===== src/rtl/uart_rx_cmd_ctrl_if.sv =====
// uart_rx_cmd_ctrl_if: byte-receive, register-bus and transmit-response signals of the command sequencer.
interface uart_rx_cmd_ctrl_if;
    logic [7:0] rx_data;
    logic       rx_done;
    logic [7:0] reg_addr;
    logic [7:0] reg_wdata;
    logic       reg_wr_en;
    logic       reg_rd_en;
    logic [7:0] reg_rdata;
    logic [7:0] tx_data;
    logic       tx_start;
    logic       tx_busy;
    logic       frame_ok;
    logic       err_chk;
    logic       err_timeout;
    logic       err_ovr;
    modport slave (
        input  rx_data, rx_done, reg_rdata, tx_busy,
        output reg_addr, reg_wdata, reg_wr_en, reg_rd_en, tx_data, tx_start,
               frame_ok, err_chk, err_timeout, err_ovr
    );
    modport master (
        output rx_data, rx_done, reg_rdata, tx_busy,
        input  reg_addr, reg_wdata, reg_wr_en, reg_rd_en, tx_data, tx_start,
               frame_ok, err_chk, err_timeout, err_ovr
    );
endinterface


===== src/rtl/uart_rx_cmd_ctrl.sv =====
// uart_rx_cmd_ctrl: frames received bytes into SYNC/CMD/ADDR/DATA/CHK commands, drives the register bus
// and hands a one-byte response (ACK, read data or NAK) to the transmitter.
module uart_rx_cmd_ctrl #(
    parameter logic [7:0]  SYNC_BYTE      = 8'hA5,
    parameter logic [7:0]  CMD_WR         = 8'h01,
    parameter logic [7:0]  CMD_RD         = 8'h02,
    parameter logic [7:0]  ACK_BYTE       = 8'h06,
    parameter logic [7:0]  NAK_BYTE       = 8'h15,
    parameter int unsigned TIMEOUT_CYCLES = 250_000
) (
    input logic               clk,
    input logic               reset,
    uart_rx_cmd_ctrl_if.slave bus
);
    localparam int CW = $clog2(TIMEOUT_CYCLES);
    typedef enum logic [2:0] {IDLE, GET_CMD, GET_ADDR, GET_DATA, GET_CHK, EXEC, RD_WAIT, SEND} state_t;
    state_t        r_state, w_next;
    logic          r_rx_done_d, r_good;
    logic [7:0]    r_cmd, r_addr, r_data, r_reg_addr, r_reg_wdata, r_tx_data;
    logic [CW-1:0] r_cnt;
    logic          w_acc, w_get, w_to, w_exec_wr, w_exec_rd;
    logic          w_wr_en, w_rd_en, w_tx_start, w_frame_ok, w_err_chk;
    assign w_acc     = bus.rx_done && !r_rx_done_d;
    assign w_get     = r_state inside {GET_CMD, GET_ADDR, GET_DATA, GET_CHK};
    // an accepted byte always beats a timeout landing in the same cycle
    assign w_to      = w_get && !w_acc && r_cnt == CW'(TIMEOUT_CYCLES - 1);
    assign w_exec_wr = r_good && r_cmd == CMD_WR;
    assign w_exec_rd = r_good && r_cmd == CMD_RD;
    always_comb begin
        w_next     = r_state;
        w_wr_en    = 1'b0;
        w_rd_en    = 1'b0;
        w_tx_start = 1'b0;
        w_frame_ok = 1'b0;
        w_err_chk  = 1'b0;
        case (r_state)
            IDLE:     w_next = (w_acc && bus.rx_data == SYNC_BYTE) ? GET_CMD : IDLE;
            GET_CMD:  w_next = w_acc ? GET_ADDR : (w_to ? IDLE : GET_CMD);
            GET_ADDR: w_next = w_acc ? GET_DATA : (w_to ? IDLE : GET_ADDR);
            GET_DATA: w_next = w_acc ? GET_CHK : (w_to ? IDLE : GET_DATA);
            GET_CHK:  w_next = w_acc ? EXEC : (w_to ? IDLE : GET_CHK);
            EXEC: begin
                w_next    = w_exec_rd ? RD_WAIT : SEND;
                w_wr_en   = w_exec_wr;
                w_rd_en   = w_exec_rd;
                w_err_chk = !r_good;
            end
            RD_WAIT:  w_next = SEND;
            SEND: begin
                w_next     = bus.tx_busy ? SEND : IDLE;
                w_tx_start = !bus.tx_busy;
                w_frame_ok = !bus.tx_busy && r_good;
            end
            default:  w_next = IDLE;
        endcase
    end
    always_ff @(posedge clk) begin
        if (reset) begin
            r_state     <= IDLE;
            r_rx_done_d <= 1'b0;
            r_cnt       <= '0;
            r_good      <= 1'b0;
            r_cmd       <= 8'h00;
            r_addr      <= 8'h00;
            r_data      <= 8'h00;
            r_reg_addr  <= 8'h00;
            r_reg_wdata <= 8'h00;
            r_tx_data   <= 8'h00;
        end else begin
            r_state     <= w_next;
            r_rx_done_d <= bus.rx_done;
            r_cnt       <= (w_acc || !w_get || w_to) ? '0 : r_cnt + CW'(1);
            if (w_acc) begin
                case (r_state)
                    GET_CMD:  r_cmd  <= bus.rx_data;
                    GET_ADDR: r_addr <= bus.rx_data;
                    GET_DATA: r_data <= bus.rx_data;
                    GET_CHK: begin
                        r_good      <= bus.rx_data == (r_cmd ^ r_addr ^ r_data)
                                       && (r_cmd == CMD_WR || r_cmd == CMD_RD);
                        r_reg_addr  <= r_addr;
                        r_reg_wdata <= r_data;
                    end
                    default: ;
                endcase
            end
            if (r_state == EXEC && !r_good)
                r_tx_data <= NAK_BYTE;
            else if (r_state == EXEC && r_cmd == CMD_WR)
                r_tx_data <= ACK_BYTE;
            if (r_state == RD_WAIT)
                r_tx_data <= bus.reg_rdata;
        end
    end
    assign bus.reg_addr    = r_reg_addr;
    assign bus.reg_wdata   = r_reg_wdata;
    assign bus.reg_wr_en   = w_wr_en;
    assign bus.reg_rd_en   = w_rd_en;
    assign bus.tx_data     = r_tx_data;
    assign bus.tx_start    = w_tx_start;
    assign bus.frame_ok    = w_frame_ok;
    assign bus.err_chk     = w_err_chk;
    assign bus.err_timeout = w_to;
    assign bus.err_ovr     = w_acc && r_state inside {EXEC, RD_WAIT, SEND};
endmodule


===== src/flat_wrapper.sv =====
// flat-port wrapper written by rule: the top's interface ports become plain ports
module uart_rx_cmd_ctrl_flat 
#(
    parameter logic [7:0]  SYNC_BYTE      = 8'hA5,
    parameter logic [7:0]  CMD_WR         = 8'h01,
    parameter logic [7:0]  CMD_RD         = 8'h02,
    parameter logic [7:0]  ACK_BYTE       = 8'h06,
    parameter logic [7:0]  NAK_BYTE       = 8'h15,
    parameter int unsigned TIMEOUT_CYCLES = 250_000
)
  (clk, reset, bus_rx_data, bus_rx_done, bus_reg_rdata, bus_tx_busy, bus_reg_addr, bus_reg_wdata, bus_reg_wr_en, bus_reg_rd_en, bus_tx_data, bus_tx_start, bus_frame_ok, bus_err_chk, bus_err_timeout, bus_err_ovr);
  uart_rx_cmd_ctrl_if bus_i ();
  input logic clk;
  input logic reset;
  input wire logic [$bits(bus_i.rx_data)-1:0] bus_rx_data;
  input wire logic [$bits(bus_i.rx_done)-1:0] bus_rx_done;
  input wire logic [$bits(bus_i.reg_rdata)-1:0] bus_reg_rdata;
  input wire logic [$bits(bus_i.tx_busy)-1:0] bus_tx_busy;
  output wire logic [$bits(bus_i.reg_addr)-1:0] bus_reg_addr;
  output wire logic [$bits(bus_i.reg_wdata)-1:0] bus_reg_wdata;
  output wire logic [$bits(bus_i.reg_wr_en)-1:0] bus_reg_wr_en;
  output wire logic [$bits(bus_i.reg_rd_en)-1:0] bus_reg_rd_en;
  output wire logic [$bits(bus_i.tx_data)-1:0] bus_tx_data;
  output wire logic [$bits(bus_i.tx_start)-1:0] bus_tx_start;
  output wire logic [$bits(bus_i.frame_ok)-1:0] bus_frame_ok;
  output wire logic [$bits(bus_i.err_chk)-1:0] bus_err_chk;
  output wire logic [$bits(bus_i.err_timeout)-1:0] bus_err_timeout;
  output wire logic [$bits(bus_i.err_ovr)-1:0] bus_err_ovr;
  assign bus_i.rx_data = bus_rx_data;
  assign bus_i.rx_done = bus_rx_done;
  assign bus_i.reg_rdata = bus_reg_rdata;
  assign bus_i.tx_busy = bus_tx_busy;
  assign bus_reg_addr = bus_i.reg_addr;
  assign bus_reg_wdata = bus_i.reg_wdata;
  assign bus_reg_wr_en = bus_i.reg_wr_en;
  assign bus_reg_rd_en = bus_i.reg_rd_en;
  assign bus_tx_data = bus_i.tx_data;
  assign bus_tx_start = bus_i.tx_start;
  assign bus_frame_ok = bus_i.frame_ok;
  assign bus_err_chk = bus_i.err_chk;
  assign bus_err_timeout = bus_i.err_timeout;
  assign bus_err_ovr = bus_i.err_ovr;
  uart_rx_cmd_ctrl #(.SYNC_BYTE(SYNC_BYTE), .CMD_WR(CMD_WR), .CMD_RD(CMD_RD), .ACK_BYTE(ACK_BYTE), .NAK_BYTE(NAK_BYTE), .TIMEOUT_CYCLES(TIMEOUT_CYCLES)) u_core (.clk(clk), .reset(reset), .bus(bus_i));
endmodule

===== config.mk =====
export PLATFORM = sky130hd
export DESIGN_NAME = uart_rx_cmd_ctrl_flat
export DESIGN_NICKNAME = d
export VERILOG_FILES = /design/src/rtl/uart_rx_cmd_ctrl_if.sv /design/src/rtl/uart_rx_cmd_ctrl.sv /design/src/flat_wrapper.sv
export SDC_FILE = /design/constraint.sdc
export NUM_CORES = 1
export LEC_CHECK = 0
export CORE_UTILIZATION = 40
export CTS_CLUSTER_DIAMETER = 40
export DETAILED_ROUTE_END_ITERATION = 16
export HOLD_SLACK_MARGIN = 0.15
export PLACE_DENSITY_LB_ADDON = 0.15
export SYNTH_ARGS = -nofsm -noshare
export SYNTH_HDL_FRONTEND = slang
export SYNTH_SLANG_ARGS = --single-unit

===== constraint.sdc =====
create_clock -name clk -period 4.1 [get_ports clk]
set_input_delay 0.82 -clock clk [delete_from_list [all_inputs] [get_ports clk]]
set_output_delay 0.82 -clock clk [all_outputs]
set_load 0.01 [all_outputs]

# [Word level (Yosys, flattened, before mapping)]
# Index checks and enable logic that the tools add are counted.
[classes] add_sub_neg=1 multipliers=0 div=0 magnitude_cmp=0 n_eq_ne=12 n_shift=0 mux=20 n_bitwise=2 reduce_logical=28
[op_table] cell="2-to-1 mux 8 bit" count=3
[op_table] cell="one-hot mux 3 bit (8 select lines)" count=1
[op_table] cell="adder 18 x 1 -> 18 bit, second input constant" count=1
[op_table] cell="equality test 18 bit, second input constant" count=1
[op_table] cell="2-to-1 mux 3 bit" count=6
[op_table] cell="XOR 8 bit" count=2
[op_table] cell="equality test 3 bit, second input constant" count=4
[op_table] cell="logical AND 1 bit" count=11
[op_table] cell="equality test 8 x 1 -> 1 bit, second input constant" count=1
[op_table] cell="equality test 8 x 2 -> 1 bit, second input constant" count=1
[op_table] cell="equality test 8 bit" count=1
[op_table] cell="equality test 8 bit, second input constant" count=1
[op_table] cell="2-to-1 mux 1 bit" count=8
[op_table] cell="AND reduction 2 bit" count=4
[op_table] cell="equality test 3 x 2 -> 1 bit, second input constant" count=2
[op_table] cell="nonzero test 3 bit" count=2
[op_table] cell="logical NOT 1 bit" count=5
[op_table] cell="2-to-1 mux 2 bit" count=2
[op_table] cell="nonzero test 4 bit" count=1
[op_table] cell="equality test 3 x 1 -> 1 bit, second input constant" count=1
[op_table] cell="logical NOT 3 bit" count=1
[op_table] cell="logical OR 1 bit" count=3
[op_table] cell="OR reduction 2 bit" count=1
[totals] register_bits=71 latch_bits=0 ramBits=0 mem_bits_ro=0 input_bits=20 output_inout_bits=31 wordCells=73 memories=0

# [Logic depth before layout (Yosys ltp)]
[depth] ltp_word=8 mapped_depth=7 depth_no_buf=6

# [Worst setup path after synthesis]
# Ideal clock, no wire load.
[synth_path] kind="input to output" from="input bus_rx_done" to="output bus_err_timeout" t_arrival_ns=1.791 t_required_ns=3.280 setup_slack_ns=1.489 cell_stages=3 n_path_buf=0 cell_sequence="and2b_4 -> or3b_1 -> nor3_1"
[synth_via] elab_chain_cells=4
[synth_rtl] element="start, declared" line_no="flat_wrapper.sv:16" source="input wire logic [$bits(bus_i.rx_done)-1:0] bus_rx_done;"
[synth_rtl] element="logical AND 1 bit" line_no="uart_rx_cmd_ctrl.sv:23" source="assign w_acc = bus.rx_done && !r_rx_done_d;"
[synth_rtl] element="logical NOT 1 bit" line_no="uart_rx_cmd_ctrl.sv:26" source="assign w_to = w_get && !w_acc && r_cnt == CW'(TIMEOUT_CYCLES - 1);"
[synth_rtl] element="logical AND 1 bit (2 in series)" line_no="uart_rx_cmd_ctrl.sv:26"
[synth_rtl] element="end, declared" line_no="flat_wrapper.sv:27" source="output wire logic [$bits(bus_i.err_timeout)-1:0] bus_err_timeout;"
# Every way passes these cells.

# [Worst setup path in the final report]
# Same ends and word-level chain as after synthesis.

==> results by stage <==
Route:
- The DRC violation count after routing is 0.
- The total via count after detailed routing is 2631.
- The detail route stage leaves a number of antenna-violating nets equal to 0.
- The first detailed-routing pass took 4 iterations.
- The initial detailed-routing violation count is 125.
- After detailed routing, the average wire length per cell comes to 14.09 um.
- For this block, the routed nets add up to 7395 um of wire.
- In the routed layout, each cell is associated on average with a via count of 5.011.

Cells and area:
- For this run, the post-layout net count is 439.
- Leaving out fill and tap cells, the most frequent cell in the layout is sky130_fd_sc_hd__dfxtp_1.
- The share of layout cells above drive strength 1 is 6.147%.
- The count of inserted antenna diode cells is 0.
- The library cells used most frequently in the layout, excluding fill and tap cells, are sky130_fd_sc_hd__dfxtp_1 (71), sky130_fd_sc_hd__nand2_1 (55), sky130_fd_sc_hd__clkdlybuf4s50_1 (49).
- The core occupancy in the finished layout is 51.87%.
- The final cell count without fillers is 525.
- The area growth from synthesis to layout is 25.77%.
- With fillers left out, the area of the finished cells amounts to 3988 um2.

Placed design:
- Summed over all nets, the half-perimeter wirelength after detailed placement is 5153 um.
- Port buffering added 50 buffers.
- The placed instances occupy a cell area of 3751 um2.
- The pre-CTS setup slack is 0.4422 ns.
- The total placed cells including tap cells is 509.
- At the end of routability-driven placement, the weighted congestion stood at 0.7867.

Floorplan:
- The core area is 7687 um2.
- The height of the die is 91.03 um.
- The area of the die is 8286 um2.
- The die extent in x is 91.03 um.
- The standard-cell row count is 32.
- The top-level I/O count is 51.
- Once the floorplan was initialized, standard cells occupied 41.24% of the core.

Run:
- The number of maximum-capacitance constraint violations is 0.

STA:
- The routed design could run at a clock period as short as 3.647 ns.
- Setup repair after global routing left no endpoint under its margin.
- The final critical path takes up 88.96% of the cycle.
- Hold timing on the final database bottoms out at a slack of 0.4562 ns.
- The setup skew after layout is 0.007837 ns.
- The worst path meets setup with 0.4527 ns of slack.
- Setup violations remaining at the end of the flow were counted as 0.
- In the final timing run, aggregate negative setup slack is 0 ns.
- The total count of max-transition violations in the final report was 0.
- The count of final hold-check violations is 0.
- Timing would allow up to 0.2742 GHz.
- The actual transition at the worst max-transition pin is 0.8947 ns.
- The worst relative slew slack is 39.89%.

Synthesis:
- During synthesis, Yosys emitted a total of 0 warnings.
- A synthesized cell averages 8.592 um2.
- The synthesized design contains 71 register bits.
- When the netlist entered floorplanning its net count stood at 390.
- The count of distinct cell types in the synthesized netlist is 46.
- For this run, the leading register cell type out of synthesis is sky130_fd_sc_hd__dfxtp_1.
- After synthesis the cells add up to 3171 um2.
- The share of the Yosys chip area taken by registers is 44.83%.
- The cell count after synthesis is 369.
- After synthesis, the share of flip-flops with an asynchronous set or reset is 0%.
- The number of enable-type register cells in the synthesized netlist is 0.

Critical path:
- The worst path buffer plus inverter count is 2.
- The slowest cell on the critical path is sky130_fd_sc_hd__clkdlybuf4s50_1.
- The type of element capturing the critical path is a primary output.
- At the worst endpoint, the required time is 3.28 ns.
- The largest single stage delay on the critical path is 0.61 ns.
- Walking the worst path, the cells encountered are clkdlybuf4s50_1 -> and2b_4 -> or3b_1 -> nor3_1 -> clkdlybuf4s50_1.
- The critical path's top delay family is buffers and inverters.
- In this run the worst path has a maximum fanout of 6.
- The class of the most critical setup path is in2out.
- STA puts the critical path data arrival time at 2.83 ns.
- The startpoint type of the worst setup path is an input port.
- The setup check on the worst reg-to-reg path leaves a slack of 2.01 ns.
- The most numerous cell on the critical path is sky130_fd_sc_hd__clkdlybuf4s50_1.

Global routing:
- The first-pass GRT wire length is 12810 um.
- The via count of the first global-routing pass was 2569.
- The maximum number of pins on one net before global-route repair is 36.
- The global-route usage over all layers is 19.61%.
- The total overflow reported by the global router is 0.
- The initial antenna violation count is 0.

Clock tree:
- Once the clock tree was built, the setup fixing pass inserted 0 buffers.
- The clock tree from TritonCTS is built.
- The count of instances resized after the clock tree is built is 0.
- After clock tree synthesis, the clock-pin slew on the worst setup and hold paths is 0.08 ns.
- In this run, post-CTS hold repair placed 0 buffers.
- The maximum clock insertion buffer count is 2.
- The root cell of the clock tree is sky130_fd_sc_hd__clkbuf_8.
- Counting the buffers created by CTS gives 9.
- CTS saw 71 sinks.
- The maximum level of the CTS H-tree is 3.
- The clock latency on the worst-skew pair is 0.34 ns.

Pwr:
- The overall power consumption is 1.412 mW.
- The maximum vdd ir drop is 194.3 uV.
- In this run the power density over the cells is 354.2 nW/um2.
- For this design the static power due to leakage is 1.364 nW.

Run status:
- The flow ran to the end, and the final reports show no timing, DRC or antenna violations.

Min path:
- The type of the most critical hold path is reg2reg.
layer usage:
layer,global-route usage [%],share of wire (%)
met1,28.02,52
met2,28.03,42
met3,4.858,4.4
met4,7.804,1.3
met5,0,0
state kept, by name (all words and copies together), names as in the netlist:
name                  count
u_core.r_cmd              8
u_core.r_data             8
u_core.bus.reg_addr       8
u_core.r_cnt             18
u_core.bus.reg_wdata      8
u_core.r_good             1
u_core.r_state            3
u_core.r_rx_done_d        1
u_core.bus.tx_data        8
u_core.r_addr             8
cell usage after synthesis (2+ instances only):
| cell | n | area share, % |
|---|---|---|
| sky130_fd_sc_hd__nand3_1 | 13 | 2.1 |
| sky130_fd_sc_hd__nor3_1 | 13 | 2.1 |
| sky130_fd_sc_hd__o21ai_0 | 2 | 0.32 |
| sky130_fd_sc_hd__nor4bb_1 | 2 | 0.63 |
| sky130_fd_sc_hd__xnor2_1 | 23 | 6.4 |
| sky130_fd_sc_hd__nand4b_1 | 2 | 0.55 |
| sky130_fd_sc_hd__nand2_1 | 55 | 6.5 |
| sky130_fd_sc_hd__nor2_1 | 48 | 5.7 |
| sky130_fd_sc_hd__and3_1 | 3 | 0.59 |
| sky130_fd_sc_hd__nor3b_1 | 2 | 0.47 |
| sky130_fd_sc_hd__nor2b_1 | 3 | 0.59 |
| sky130_fd_sc_hd__xor2_1 | 17 | 4.7 |
| sky130_fd_sc_hd__dfxtp_1 | 71 | 45 |
| sky130_fd_sc_hd__a21oi_1 | 29 | 4.6 |
| sky130_fd_sc_hd__nor4_1 | 2 | 0.39 |
| sky130_fd_sc_hd__buf_2 | 7 | 1.1 |
| sky130_fd_sc_hd__nand4_1 | 9 | 1.8 |
| sky130_fd_sc_hd__nand3b_1 | 4 | 0.95 |
| sky130_fd_sc_hd__o2bb2ai_1 | 3 | 0.83 |
| sky130_fd_sc_hd__inv_1 | 3 | 0.36 |
| sky130_fd_sc_hd__a22o_1 | 4 | 1.1 |
| sky130_fd_sc_hd__or3_1 | 2 | 0.39 |
| sky130_fd_sc_hd__and2_1 | 5 | 0.99 |
| sky130_fd_sc_hd__mux2i_1 | 16 | 5.1 |
| sky130_fd_sc_hd__o21ai_1 | 2 | 0.32 |
| sky130_fd_sc_hd__clkbuf_1 | 9 | 1.1 |
report_power, final:
group          switching, mW  internal [mW]  total [mW]
clock                  0.267          0.403       0.670
sequential          0.000249          0.689       0.690
combinational         0.0279         0.0250      0.0529
total                  0.295           1.12        1.41
logic make-up after synthesis:
group           count (synthesis)  synth area share [%]
compound gates                 48                 9.353
xor+xnor                       40                 11.05
fa+ha+maj                       2                0.7103
buf+inv                        20                 2.881
flops                          71                 44.83
mux                            16                 5.051
simple gates                  172                 26.12
final timing paths:
check | start | end | cells after the start
worst max-delay path | bus_rx_done | bus_err_timeout | 5
worst min-delay path | u_core.bus.reg_wdata[5] | u_core.bus.reg_wdata[5] | 2
worst max register to register | u_core.r_state[1] | u_core.bus.tx_data[5] | 5
worst min register to register | u_core.bus.reg_wdata[5] | u_core.bus.reg_wdata[5] | 2
cell type report:
| cell class | count | area [um2] |
|---|---|---|
| Clock buffer | 10 | 127.6 |
| Timing Repair Buffer | 55 | 533.0 |
| Clock inverter | 6 | 108.9 |
| Inverter | 3 | 11.26 |
| Fill cell | 754 | 3700 |
| Tap cell | 102 | 127.6 |
| Sequential cell | 71 | 1421 |
| Multi-Input combinational cell | 278 | 1658 |
worst min-delay path, cell delays in order (launching register included):
cell and delay [ns]:
sky130_fd_sc_hd__dfxtp_1 0.31, sky130_fd_sc_hd__nand2_1 0.05, sky130_fd_sc_hd__a21oi_1 0.05
No activity file was read; power rests on OpenSTA's default activity.
